--- src/rtl/tx_ctrl_pkg.sv ---
// Shared types and constants for the Tx slice bring-up sequencer.
package tx_ctrl_pkg;

  localparam int CODE_W       = 6;
  localparam int MAX_CODE_DEF = 40;

  typedef enum logic [2:0] {
    ST_IDLE,
    ST_HOLD_RST,
    ST_PRBS_SEED,
    ST_RAMP,
    ST_RUN,
    ST_RAMP_DOWN
  } tx_state_e;

  // Limits a requested drive code to the decoder's legal range.
  function automatic logic [CODE_W-1:0] clamp_code(input logic [CODE_W-1:0] v,
                                                   input logic [CODE_W-1:0] lim);
    return (v > lim) ? lim : v;
  endfunction

endpackage

--- src/rtl/ctl_code_ramp.sv ---
// One output-buffer drive code; moves a single step toward tgt per step strobe.
module ctl_code_ramp
  import tx_ctrl_pkg::*;
(
  input  logic              clk,
  input  logic              rst,
  input  logic              step,
  input  logic [CODE_W-1:0] tgt,
  output logic [CODE_W-1:0] code,
  output logic              at_tgt
);

  logic [CODE_W-1:0] code_q;
  logic [CODE_W-1:0] code_d;

  always_comb begin
    code_d = code_q;
    if (step) begin
      if (code_q < tgt) begin
        code_d = code_q + 1'b1;
      end else if (code_q > tgt) begin
        code_d = code_q - 1'b1;
      end
    end
  end

  always_ff @(posedge clk) begin
    if (rst) begin
      code_q <= '0;
    end else begin
      code_q <= code_d;
    end
  end

  assign code   = code_q;
  assign at_tgt = (code_q == tgt);

endmodule

--- src/rtl/tx_bringup_seq.sv ---
// Tx slice bring-up: staged reset release, stepped drive-code ramp, orderly shutdown.
// Handshake: start/stop/inj_req are levels sampled every clk; all outputs are registered.
module tx_bringup_seq
  import tx_ctrl_pkg::*;
#(
  parameter int RST_CYCLES  = 16,
  parameter int PRBS_CYCLES = 64,
  parameter int RAMP_DIV    = 8,
  parameter int MAX_CODE    = MAX_CODE_DEF
) (
  input  logic              clk,
  input  logic              rst,
  input  logic              start,
  input  logic              stop,
  input  logic [CODE_W-1:0] target_n,
  input  logic [CODE_W-1:0] target_p,
  input  logic              inj_req,
  output logic              rst_tx,
  output logic              rst_prbs,
  output logic [CODE_W-1:0] ctl_buf_n,
  output logic [CODE_W-1:0] ctl_buf_p,
  output logic              inj_error,
  output logic              busy,
  output logic              done
);

  localparam logic [15:0] RST_LAST  = 16'(RST_CYCLES - 1);
  localparam logic [15:0] PRBS_LAST = 16'(PRBS_CYCLES - 1);
  localparam logic [15:0] DIV_LAST  = 16'(RAMP_DIV - 1);

  tx_state_e         state_q, state_d;
  logic [15:0]       cnt_q, cnt_d;
  logic              inj_prev_q;
  logic [CODE_W-1:0] tgt_n, tgt_p, ramp_tgt_n, ramp_tgt_p;
  logic              at_n, at_p, codes_zero, step;

  assign tgt_n      = clamp_code(target_n, CODE_W'(MAX_CODE));
  assign tgt_p      = clamp_code(target_p, CODE_W'(MAX_CODE));
  assign ramp_tgt_n = (state_q == ST_RAMP_DOWN) ? '0 : tgt_n;
  assign ramp_tgt_p = (state_q == ST_RAMP_DOWN) ? '0 : tgt_p;
  assign codes_zero = (ctl_buf_n == '0) && (ctl_buf_p == '0);

  // A stop seen in RAMP must not take one last step toward the old target.
  assign step = (cnt_q == DIV_LAST) &&
                (((state_q == ST_RAMP) && !stop) || (state_q == ST_RAMP_DOWN));

  ctl_code_ramp u_ramp_n (
    .clk    (clk),
    .rst    (rst),
    .step   (step),
    .tgt    (ramp_tgt_n),
    .code   (ctl_buf_n),
    .at_tgt (at_n)
  );

  ctl_code_ramp u_ramp_p (
    .clk    (clk),
    .rst    (rst),
    .step   (step),
    .tgt    (ramp_tgt_p),
    .code   (ctl_buf_p),
    .at_tgt (at_p)
  );

  always_comb begin
    state_d = state_q;
    cnt_d   = cnt_q + 16'd1;
    case (state_q)
      ST_IDLE: begin
        cnt_d = '0;
        if (start && !stop) state_d = ST_HOLD_RST;
      end
      ST_HOLD_RST, ST_PRBS_SEED: begin
        if (stop) begin
          state_d = codes_zero ? ST_IDLE : ST_RAMP_DOWN;
          cnt_d   = '0;
        end else if ((state_q == ST_HOLD_RST) && (cnt_q == RST_LAST)) begin
          state_d = ST_PRBS_SEED;
          cnt_d   = '0;
        end else if ((state_q == ST_PRBS_SEED) && (cnt_q == PRBS_LAST)) begin
          state_d = ST_RAMP;
          cnt_d   = '0;
        end
      end
      ST_RAMP: begin
        if (stop) begin
          state_d = codes_zero ? ST_IDLE : ST_RAMP_DOWN;
          cnt_d   = '0;
        end else if (at_n && at_p) begin
          state_d = ST_RUN;
        end else if (cnt_q == DIV_LAST) begin
          cnt_d = '0;
        end
      end
      ST_RUN: begin
        cnt_d = '0;
        if (stop) begin
          state_d = codes_zero ? ST_IDLE : ST_RAMP_DOWN;
        end else if (!(at_n && at_p)) begin
          state_d = ST_RAMP;
        end
      end
      ST_RAMP_DOWN: begin
        if (codes_zero) begin
          state_d = ST_IDLE;
        end else if (cnt_q == DIV_LAST) begin
          cnt_d = '0;
        end
      end
      default: begin
        state_d = ST_IDLE;
        cnt_d   = '0;
      end
    endcase
  end

  always_ff @(posedge clk) begin
    if (rst) begin
      state_q    <= ST_IDLE;
      cnt_q      <= '0;
      inj_prev_q <= 1'b0;
      rst_tx     <= 1'b1;
      rst_prbs   <= 1'b1;
      inj_error  <= 1'b0;
      busy       <= 1'b0;
      done       <= 1'b0;
    end else begin
      state_q    <= state_d;
      cnt_q      <= cnt_d;
      inj_prev_q <= inj_req;
      rst_tx     <= (state_d == ST_IDLE) || (state_d == ST_HOLD_RST);
      rst_prbs   <= (state_d == ST_IDLE) || (state_d == ST_HOLD_RST) ||
                    (state_d == ST_PRBS_SEED);
      inj_error  <= (state_q == ST_RUN) && inj_req && !inj_prev_q;
      busy       <= (state_d != ST_IDLE) && (state_d != ST_RUN);
      done       <= (state_d == ST_RUN);
    end
  end

endmodule
--- config.mk ---
export PLATFORM = sky130hd
export DESIGN_NAME = tx_bringup_seq
export DESIGN_NICKNAME = d
export VERILOG_FILES = /design/src/rtl/tx_ctrl_pkg.sv /design/src/rtl/ctl_code_ramp.sv /design/src/rtl/tx_bringup_seq.sv
export SDC_FILE = /design/constraint.sdc
export NUM_CORES = 1
export LEC_CHECK = 0
export BUFFER_PORTS_ARGS = -buffer_cell sky130_fd_sc_hd__buf_2
export CAP_MARGIN = 5
export CORE_MARGIN = 4
export CORE_UTILIZATION = 54
export CTS_BUF_LIST = sky130_fd_sc_hd__clkbuf_4 sky130_fd_sc_hd__clkbuf_8
export DETAILED_ROUTE_END_ITERATION = 8
export GPL_ROUTABILITY_DRIVEN = 0
export PLACE_DENSITY = 0.88
export SYNTH_ARGS = -nofsm -noshare
export SYNTH_HDL_FRONTEND = slang
export SYNTH_SLANG_ARGS = --single-unit
--- constraint.sdc ---
create_clock -name clk -period 6 [get_ports clk]
set_input_delay 1.8 -clock clk [delete_from_list [all_inputs] [get_ports clk]]
set_output_delay 1.8 -clock clk [all_outputs]
set_load 0.1 [all_outputs]
Yosys cells after proc, flatten, opt, wreduce, memory -nomap -nowiden:

Index checks and enable logic that the tools add are counted.

* add/subtract/negate cells: 5
* order comparisons: 6
* equal/unequal tests: 14
* multiplexer cells: 27
* reduce and logical (&&, ||, !) cells: 25

Operator list (number)
* two-way mux 16 bit: 7
* two-way mux 6 bit: 8
* one-hot mux 16 bit (3 select lines): 1
* two-way mux 3 bit: 10
* adder 16 x 1 -> 16 bit, second input constant: 1
* equality test 16 x 3 -> 1 bit, second input constant: 1
* equality test 16 x 4 -> 1 bit, second input constant: 1
* equality test 16 x 6 -> 1 bit, second input constant: 1
* one-hot mux 3 bit (5 select lines): 1
* adder 6 x 1 -> 6 bit, second input constant: 2
* equality test 6 bit: 2
* > comparator 6 bit: 2
* > comparator 6 bit, second input constant: 2
* logical NOT 6 bit: 2
* < comparator 6 bit: 2
* subtractor 6 x 1 -> 6 bit, second input constant: 2
* logical AND 1 bit: 10
* equality test 3 x 2 -> 1 bit, second input constant: 3
* equality test 3 bit, second input constant: 3
* equality test 3 x 1 -> 1 bit, second input constant: 2
* logical NOT 3 bit: 2
* AND reduction 2 bit: 2
* nonzero test 2 bit: 2
* logical OR 1 bit: 3
* 4 further kinds: 5

* bits in registers: 37
* input port bits: 17
* output and inout bits: 17

Depth between registers and ports, before layout:

Gate-level depths: netlist of run 1.

* depth in word-level cells: 11
* gate-level depth with buffers: 17
* mapped depth without buffers: 16

Cells and area by module:

Synthesis of run 1 repeated with hierarchy kept, for this count alone.

* cells, all modules: 303
* area total of the unflattened synthesis: 2656.3 um^2

By module, submodules not included
* tx_bringup_seq: times used 1, cells an instance 163, area each 1452.6 um^2, sequential area each 500.5 um^2
* ctl_code_ramp: times used 2, cells an instance 70, area each 601.8 um^2, sequential area each 120.1 um^2

Least setup slack after synthesis of run 1:

OpenSTA, ideal clock, no wires.

* path type: input port to flip-flop
* from: input port target_n[0]
* to: register u_ramp_n.code_q[5], in the netlist u_ramp_n.code[5]
* library setup time: 71 ps
* data arrival time: 4957 ps
* path slack: 973 ps
* stages on the path: 16
* path buffers: 0
* path through: o31a_1 o21ai_0 nand2b_1 nand2_1 ha_1 a21o_1 a21o_1 a211oi_1 inv_1 ha_1 a211oi_1 o21bai_1 a21oi_1 xnor2_1 or3_1 a21oi_1

* longest elaborated chain between the ends: 6
* elaborated cells on any way between the ends: 8
* classes of those cells: order compare: 3; mux: 3; reduce/logical: 2

RTL lines
* start, declared: line tx_bringup_seq.sv:15 `input logic [CODE_W-1:0] target_n,`
* > comparator 6 bit: line tx_ctrl_pkg.sv:19 `return (v > lim) ? lim : v;`
* two-way mux 6 bit (*): line tx_ctrl_pkg.sv:19
* two-way mux 6 bit (*): line tx_bringup_seq.sv:39 `assign ramp_tgt_n = (state_q == ST_RAMP_DOWN) ? '0 : tgt_n;`
* > comparator 6 bit or < comparator 6 bit (tied branches): line ctl_code_ramp.sv:21, ctl_code_ramp.sv:19
* nonzero test 2 bit (no line)
* AND reduction 2 bit (no line)
* end signal, assigned: line ctl_code_ramp.sv:31 `code_q <= code_d;`
* end, declared: line ctl_code_ramp.sv:13 `logic [CODE_W-1:0] code_q;`

Mark *: on every way between the ends. The rest lies on a longest branch, timed or not.
A chain may end at the register's enable or synchronous reset.

Worst setup path in the final report of run 1:

* from: input port target_p[0]
* to: register u_ramp_p.code_q[5], in the netlist u_ramp_p.code[5]

* longest elaborated chain between the ends: 6
* elaborated cells on any way between the ends: 8
* classes of those cells: order compare: 3; mux: 3; reduce/logical: 2

RTL lines
* start, declared: line tx_bringup_seq.sv:16 `input logic [CODE_W-1:0] target_p,`
* > comparator 6 bit: line tx_ctrl_pkg.sv:19
* two-way mux 6 bit (*): line tx_ctrl_pkg.sv:19
* two-way mux 6 bit (*): line tx_bringup_seq.sv:40 `assign ramp_tgt_p = (state_q == ST_RAMP_DOWN) ? '0 : tgt_p;`
* > comparator 6 bit or < comparator 6 bit (tied branches): line ctl_code_ramp.sv:21, ctl_code_ramp.sv:19
* nonzero test 2 bit (no line)
* AND reduction 2 bit (no line)
* end signal, assigned: line ctl_code_ramp.sv:31
* end, declared: line ctl_code_ramp.sv:13

Marked as above.

==> results of run 1 <==
[logic make-up after synthesis]
group | count (synthesis) | share of synthesized area (%)
AOI/OAI and AO/OA | 55 | 15.2
adders and majority gates | 23 | 12.4
muxes | 8 | 3.54
and+or+nand+nor | 125 | 27.0
xor gates and xnor gates | 24 | 8.61
DFF | 37 | 30.3
buffers and inverters | 17 | 2.97
[power breakdown]
group          internal [mW]  leakage [nW]  switching [mW]  total [mW]
registers              0.246         0.298        0.000907       0.247
clock network          0.140        0.0619          0.0926       0.233
logic                 0.0154         0.914          0.0222      0.0376
total                  0.402          1.27           0.116       0.517
[routing by layer]
metal / up-vias / track usage, %
met5: - / 0
met4: 0 / 8.74
met3: 19 / 5.21
met2: 61 / 35.9
met1: 1028 / 25.1
li1: 1096 / -
[layout make-up]
class | instances | share of cell area, %
Clock inverter | 1 | 1.09
Tap cell | 52 | 2.35
Timing Repair Buffer | 34 | 6.25
Sequential cell | 37 | 26.8
Multi-Input combinational cell | 235 | 58.9
Clock buffer | 7 | 3.26
Inverter | 10 | 1.36
[final timing paths]
kind                                       startpoint                             to  slack, ps
worst min register to register  inj_prev_q$_SDFF_PP0_           inj_error$_SDFF_PP0_        420
worst min-delay path            inj_prev_q$_SDFF_PP0_           inj_error$_SDFF_PP0_        420
worst max register to register  state_q[0]$_SDFF_PP0_  u_ramp_p.code[5]$_SDFFE_PP0P_       1910
worst max-delay path                      target_p[0]  u_ramp_p.code[5]$_SDFFE_PP0P_        890
[per-stage QoR]
stage | hold WS [ps] | total power [mW] | cell area, µm² | worst slack, ps | instances
6_report | 418 | 0.517 | 2760 | 886 | 376
5_1_grt | 434 | 0.533 | 2760 | 616 | 376
4_1_cts | 418 | 0.516 | 2760 | 912 | 376
3_5_place_dp | 408 | 0.290 | 2640 | 608 | 368
3_3_place_gp | 400 | 0.288 | 2640 | 794 | 368
2_1_floorplan | 376 | 0.277 | 2440 | 973 | 289
[sequential cells by signal, summed over array words and instances (netlist names), 3 cells and up]
register,flops
state_q,3
u_ramp_n.code,6
cnt_q,16
u_ramp_p.code,6
[synthesized netlist by cell type (all sizes together), types with 2 or more instances]
| master | count | area (µm²) |
|---|---|---|
| o21ai | 10 | 50.1 |
| and3 | 6 | 37.5 |
| buf | 3 | 20.0 |
| nand4 | 4 | 31.3 |
| nand2 | 33 | 124 |
| nor2b | 3 | 18.8 |
| ha | 21 | 263 |
| nor2 | 34 | 128 |
| clkbuf | 4 | 15.0 |
| nor4b | 3 | 41.3 |
| o2111ai | 2 | 17.5 |
| nor4 | 10 | 83.8 |
| and2 | 2 | 12.5 |
| a21oi | 16 | 83.8 |
| a211oi | 4 | 30.0 |
| or3 | 2 | 12.5 |
| mux2i | 6 | 60.1 |
| nand3b | 4 | 30.0 |
| o31a | 3 | 26.3 |
| nor3 | 3 | 15.0 |
| nand3 | 10 | 50.1 |
| a21o | 9 | 67.6 |
| o21bai | 2 | 15.0 |
| inv | 10 | 37.5 |
| nand2b | 8 | 50.1 |
| mux2 | 2 | 26.3 |
| fa | 2 | 40.0 |
| xnor2 | 17 | 149 |
| xor2 | 7 | 61.3 |
| dfxtp | 37 | 741 |
[worst reg2reg max path, stage by stage (launching register included)]
cell	delay (ps)
dfxtp_1	580
inv_1	190
or2_2	440
and2_1	190
nand2_1	70
ha_1	230
nor2b_1	140
o21a_1	180
o2111ai_1	260
nand2_1	220
ha_1	340
a211oi_1	260
o21bai_1	100
a21o_1	190
a21o_1	150
a21bo_1	170
mux2_4	290
==> flow_metrics.env, run 1 <==
export IMPL_top_layer_used="met4"
export IMPL_final_common_cell="dfxtp_1"
export IMPL_grt_max_degree=19
export IMPL_coreArea_um2=4350
export IMPL_fin_nets=363
export IMPL_regArea_um2=741
export IMPL_die_area_um2=5660
export IMPL_path_cells="buf_2 -> o31a_1 -> o21ai_0 -> and2_1 -> nand2_1 -> ha_1 -> nor2b_1 -> o21a_1 -> o2111ai_1 -> nand2_1 -> ha_1 -> a211oi_1 -> o21bai_1 -> a21o_1 -> a21o_1 -> a21bo_1 -> mux2_4"
export IMPL_timing_fmax_ghz=0.196
export IMPL_root_buffer="clkbuf_8"
export IMPL_syn2layout_area_growth_pct=13.2
export IMPL_antenna_found_initial=0
export IMPL_drc_errors=0
export IMPL_clkTransAtPathRegs_ps=80
export IMPL_min_path_cells=1
export IMPL_synth_area_um2=2440
export IMPL_hold_buffers=0
export IMPL_fp_dieH_um=75.2
export IMPL_std_cell_rows=24
export IMPL_crit_required_ps=6190
export IMPL_final_cell_mix="37 x dfxtp_1, 34 x nor2_1, 33 x nand2_1, 33 x buf_2, 21 x ha_1"
export IMPL_crit_path_top_delay_cell="ha_1"
export IMPL_yosysSeqAreaShare_pct=30.3
export IMPL_min_period_ps=5110
export IMPL_critPathKind="in -> reg"
export IMPL_yosysUniqueCellTypes=50
export IMPL_crit_family="compound AO/OA/AOI/OAI gates"
export IMPL_dp_hpwl_um=4060
export IMPL_initial_utilization_pct=56.1
export IMPL_insertion_delay_ps=300
export IMPL_crit_cells=17
export IMPL_nFillCells=366
export IMPL_critPathMaxStageDelay_ps=340
export IMPL_hp_class="reg -> reg"
export IMPL_cts_htree_levels=2
export IMPL_final_max_slew_viol_count=0
export IMPL_max_slew_margin_pct=23.3
export IMPL_ioPinCount=34
export IMPL_drt_met1_wl_um=2290
export IMPL_irDropWorstVdd_v=0.000173
export IMPL_drive_gt1_share_pct=16.0
export IMPL_finalSetupViolCount=0
export IMPL_clk_path_buf_depth=2
export IMPL_synth_main_ff_cell="dfxtp_1"
export IMPL_fin_crit_sh_pct=85.2
export IMPL_routed_wl_met3_um=326
export IMPL_drtAntennaViolNets=0
export IMPL_rsz0062_at_grt="no"
export IMPL_status="complete, no violations"
export IMPL_cp_end_kind="register"
export IMPL_hold_violations=0
export IMPL_drt_iter0_drc=149
export IMPL_grt_pass1_wl_um=9180
export IMPL_antennaDiodeCount=0
export IMPL_yosys_warnings=0
export IMPL_clock_sinks=37
export IMPL_cp_num_buf_inv=1
export IMPL_wirelength_um=5400
export IMPL_worstMarginPinSlew_ps=1150
export IMPL_fin_util_pct=63.5
export IMPL_synth_cells=289
export IMPL_grt_pass1_vias=2080
export IMPL_path_max_fanout=5
export IMPL_cp_arrival_ps=5310
export IMPL_dieWidth_um=75.2
export IMPL_startpoint_type="primary input"
export IMPL_synth_edf_count=0
export IMPL_synth_nets=329
export IMPL_maxCapViolCount=0
export IMPL_ctsResizeCount=0
export IMPL_async_flop_share_pct=0
export IMPL_skew_ps=7.82
export IMPL_port_buffers=33
export IMPL_syn_mean_instance_area_um2=8.45
export IMPL_gr_usage_all_layers_pct=21.0
export IMPL_tns_ps=0
export IMPL_power_density_nw_per_um2=187
export IMPL_viasPerCell=5.86
export IMPL_ys_ff_latch=37
export IMPL_grt_ovfl_total=0
export IMPL_dr_wl_met2_um=2630
export IMPL_multi_input_area_um2=1630
export IMPL_cts_tree="done"
export IMPL_route_vias_total=2204
export IMPL_drt_pre_antenna_iters=4
export IMPL_numCtsBuffers=5
export IMPL_wl_per_cell_um=14.4
export IMPL_cts_setup_buffers=0
export IMPL_leakage_nw=1.27
export IMPL_r2r_cells=16
No activity file was read; power rests on OpenSTA's default activity.
==> run 2, diff against run 1 <==
--- a/config.mk
+++ b/config.mk
@@ -13,6 +13,7 @@
 export DETAILED_ROUTE_END_ITERATION = 8
 export GPL_ROUTABILITY_DRIVEN = 0
 export PLACE_DENSITY = 0.88
+export REMOVE_ABC_BUFFERS = 1
 export SYNTH_ARGS = -nofsm -noshare
 export SYNTH_HDL_FRONTEND = slang
 export SYNTH_SLANG_ARGS = --single-unit
==> flow_metrics.env, run 2 (synthesis results as in run 1) <==
export IMPL_cts_tree="done"
export IMPL_numCtsBuffers=5
export IMPL_min_period_ps=5070
export IMPL_insertion_delay_ps=290
export IMPL_path_max_fanout=5
export IMPL_worstMarginPinSlew_ps=1200
export IMPL_fin_nets=363
export IMPL_clk_path_buf_depth=2
export IMPL_hold_violations=0
export IMPL_ioPinCount=34
export IMPL_clkTransAtPathRegs_ps=70
export IMPL_pwr_share_seq_pct=55.4
export IMPL_syn2layout_area_growth_pct=11.3
export IMPL_grt_max_degree=19
export IMPL_port_buffers=33
export IMPL_final_common_cell="dfxtp_1"
export IMPL_route_vias_total=2194
export IMPL_startpoint_type="primary input"
export IMPL_coreArea_um2=4350
export IMPL_crit_required_ps=6190
export IMPL_status="complete, no violations"
export IMPL_antenna_found_initial=0
export IMPL_fin_crit_sh_pct=84.5
export IMPL_drt_iter0_drc=137
export IMPL_drt_pre_antenna_iters=4
export IMPL_maxCapViolCount=0
export IMPL_cts_htree_levels=2
export IMPL_r2r_cells=16
export IMPL_dp_hpwl_um=4070
export IMPL_min_path_cells=1
export IMPL_placed_cell_area_um2=2640
export IMPL_critPathKind="in -> reg"
export IMPL_root_buffer="clkbuf_8"
export IMPL_clock_sinks=37
export IMPL_p_sw_mw=0.108
export IMPL_final_max_slew_viol_count=0
export IMPL_gr_usage_all_layers_pct=19.7
export IMPL_antennaDiodeCount=0
export IMPL_wl_per_cell_um=14.0
export IMPL_drtAntennaViolNets=0
export IMPL_internal_power_mw=0.338
export IMPL_power_density_nw_per_um2=164
export IMPL_pre_cts_ws_ps=613
export IMPL_pwr_share_clk_pct=36.3
export IMPL_fp_dieH_um=75.2
export IMPL_irDropWorstVdd_v=0.000159
export IMPL_tns_ps=0
export IMPL_dieWidth_um=75.2
export IMPL_skew_ps=3.32
export IMPL_fin_util_pct=62.4
export IMPL_design_area_um2=2720
export IMPL_setup_slack_ps=931
export IMPL_hp_class="reg -> reg"
export IMPL_timing_fmax_ghz=0.197
export IMPL_rsz0062_at_grt="no"
export IMPL_regMostFlops="cnt_q"
export IMPL_cp_end_kind="register"
export IMPL_viasPerCell=5.87
export IMPL_die_area_um2=5660
export IMPL_nFillCells=366
export IMPL_grt_pass1_wl_um=8600
export IMPL_max_slew_margin_pct=20.0
export IMPL_grt_ovfl_total=0
export IMPL_final_cell_mix="37 x dfxtp_1, 34 x nor2_1, 33 x nand2_1, 33 x buf_2, 21 x ha_1"
export IMPL_cts_setup_buffers=0
export IMPL_ctsResizeCount=0
export IMPL_hold_buffers=0
export IMPL_wirelength_um=5250
export IMPL_largest_reg_flops=16
export IMPL_drive_gt1_share_pct=15.5
export IMPL_std_cell_rows=24
export IMPL_drc_errors=0
export IMPL_cp_arrival_ps=5260
export IMPL_grt_pass1_vias=2030
export IMPL_holdWs_ps=404
export IMPL_leakage_nw=1.25
export IMPL_finalSetupViolCount=0
export IMPL_pwr_share_comb_pct=8.3
export IMPL_initial_utilization_pct=56.1
export IMPL_switching_share_pct=24.3
run 2: power groups by stage:
| stage | Sequential [mW] | Combinational [mW] | Clock (mW) |
|---|---|---|---|
| finish | 0.247 | 0.0372 | 0.162 |
| global route | 0.247 | 0.0419 | 0.172 |
| CTS | 0.247 | 0.0372 | 0.165 |
| detailed placement | 0.253 | 0.0370 | 0 |
| global placement | 0.253 | 0.0356 | 0 |
| floorplan | 0.254 | 0.0214 | 0 |
run 2: final timing paths:
check | startpoint | to | slack, ps
max | target_p[0] | u_ramp_p.code[5]$_SDFFE_PP0P_ | 930
min reg2reg | inj_prev_q$_SDFF_PP0_ | inj_error$_SDFF_PP0_ | 400
min | inj_prev_q$_SDFF_PP0_ | inj_error$_SDFF_PP0_ | 400
max reg2reg | state_q[0]$_SDFF_PP0_ | u_ramp_p.code[5]$_SDFFE_PP0P_ | 1890
run 2: metal layers:
metal	share of wire [%]	vias to the layer above	global-route usage (%)
li1	-	1089	-
met1	44	1033	22.8
met2	49	56	35.1
met3	4.2	16	4.01
met4	2.8	0	8.74
met5	0	-	0
run 2: stage by stage:
step                      power [mW]  std cells
after CTS                      0.449        374
after global placement         0.288        368
after global routing           0.461        374
final                          0.446        374
after floorplan                0.276        282
after detailed placement       0.290        368
run 2: area by class of cell:
| cell class | instances | area (µm²) | share of cell area [%] |
|---|---|---|---|
| Timing Repair Buffer | 34 | 173 | 6.35 |
| Sequential cell | 37 | 741 | 27.3 |
| Tap cell | 52 | 65.1 | 2.39 |
| Multi-Input combinational cell | 235 | 1630 | 59.9 |
| Clock inverter | 1 | 5.00 | 0.184 |
| Clock buffer | 5 | 68.8 | 2.53 |
| Inverter | 10 | 37.5 | 1.38 |
run 2: critical path: stages:
cell and delay [ps]:
buf_2 100, o31a_1 280, o21ai_0 240, and2_1 190
nand2_1 60, ha_1 280, nor2b_1 130, o21a_1 170
o2111ai_1 260, nand2_1 210, ha_1 340, a211oi_1 250
o21bai_1 110, a21o_1 200, a21o_1 150, a21bo_1 190
mux2_4 300
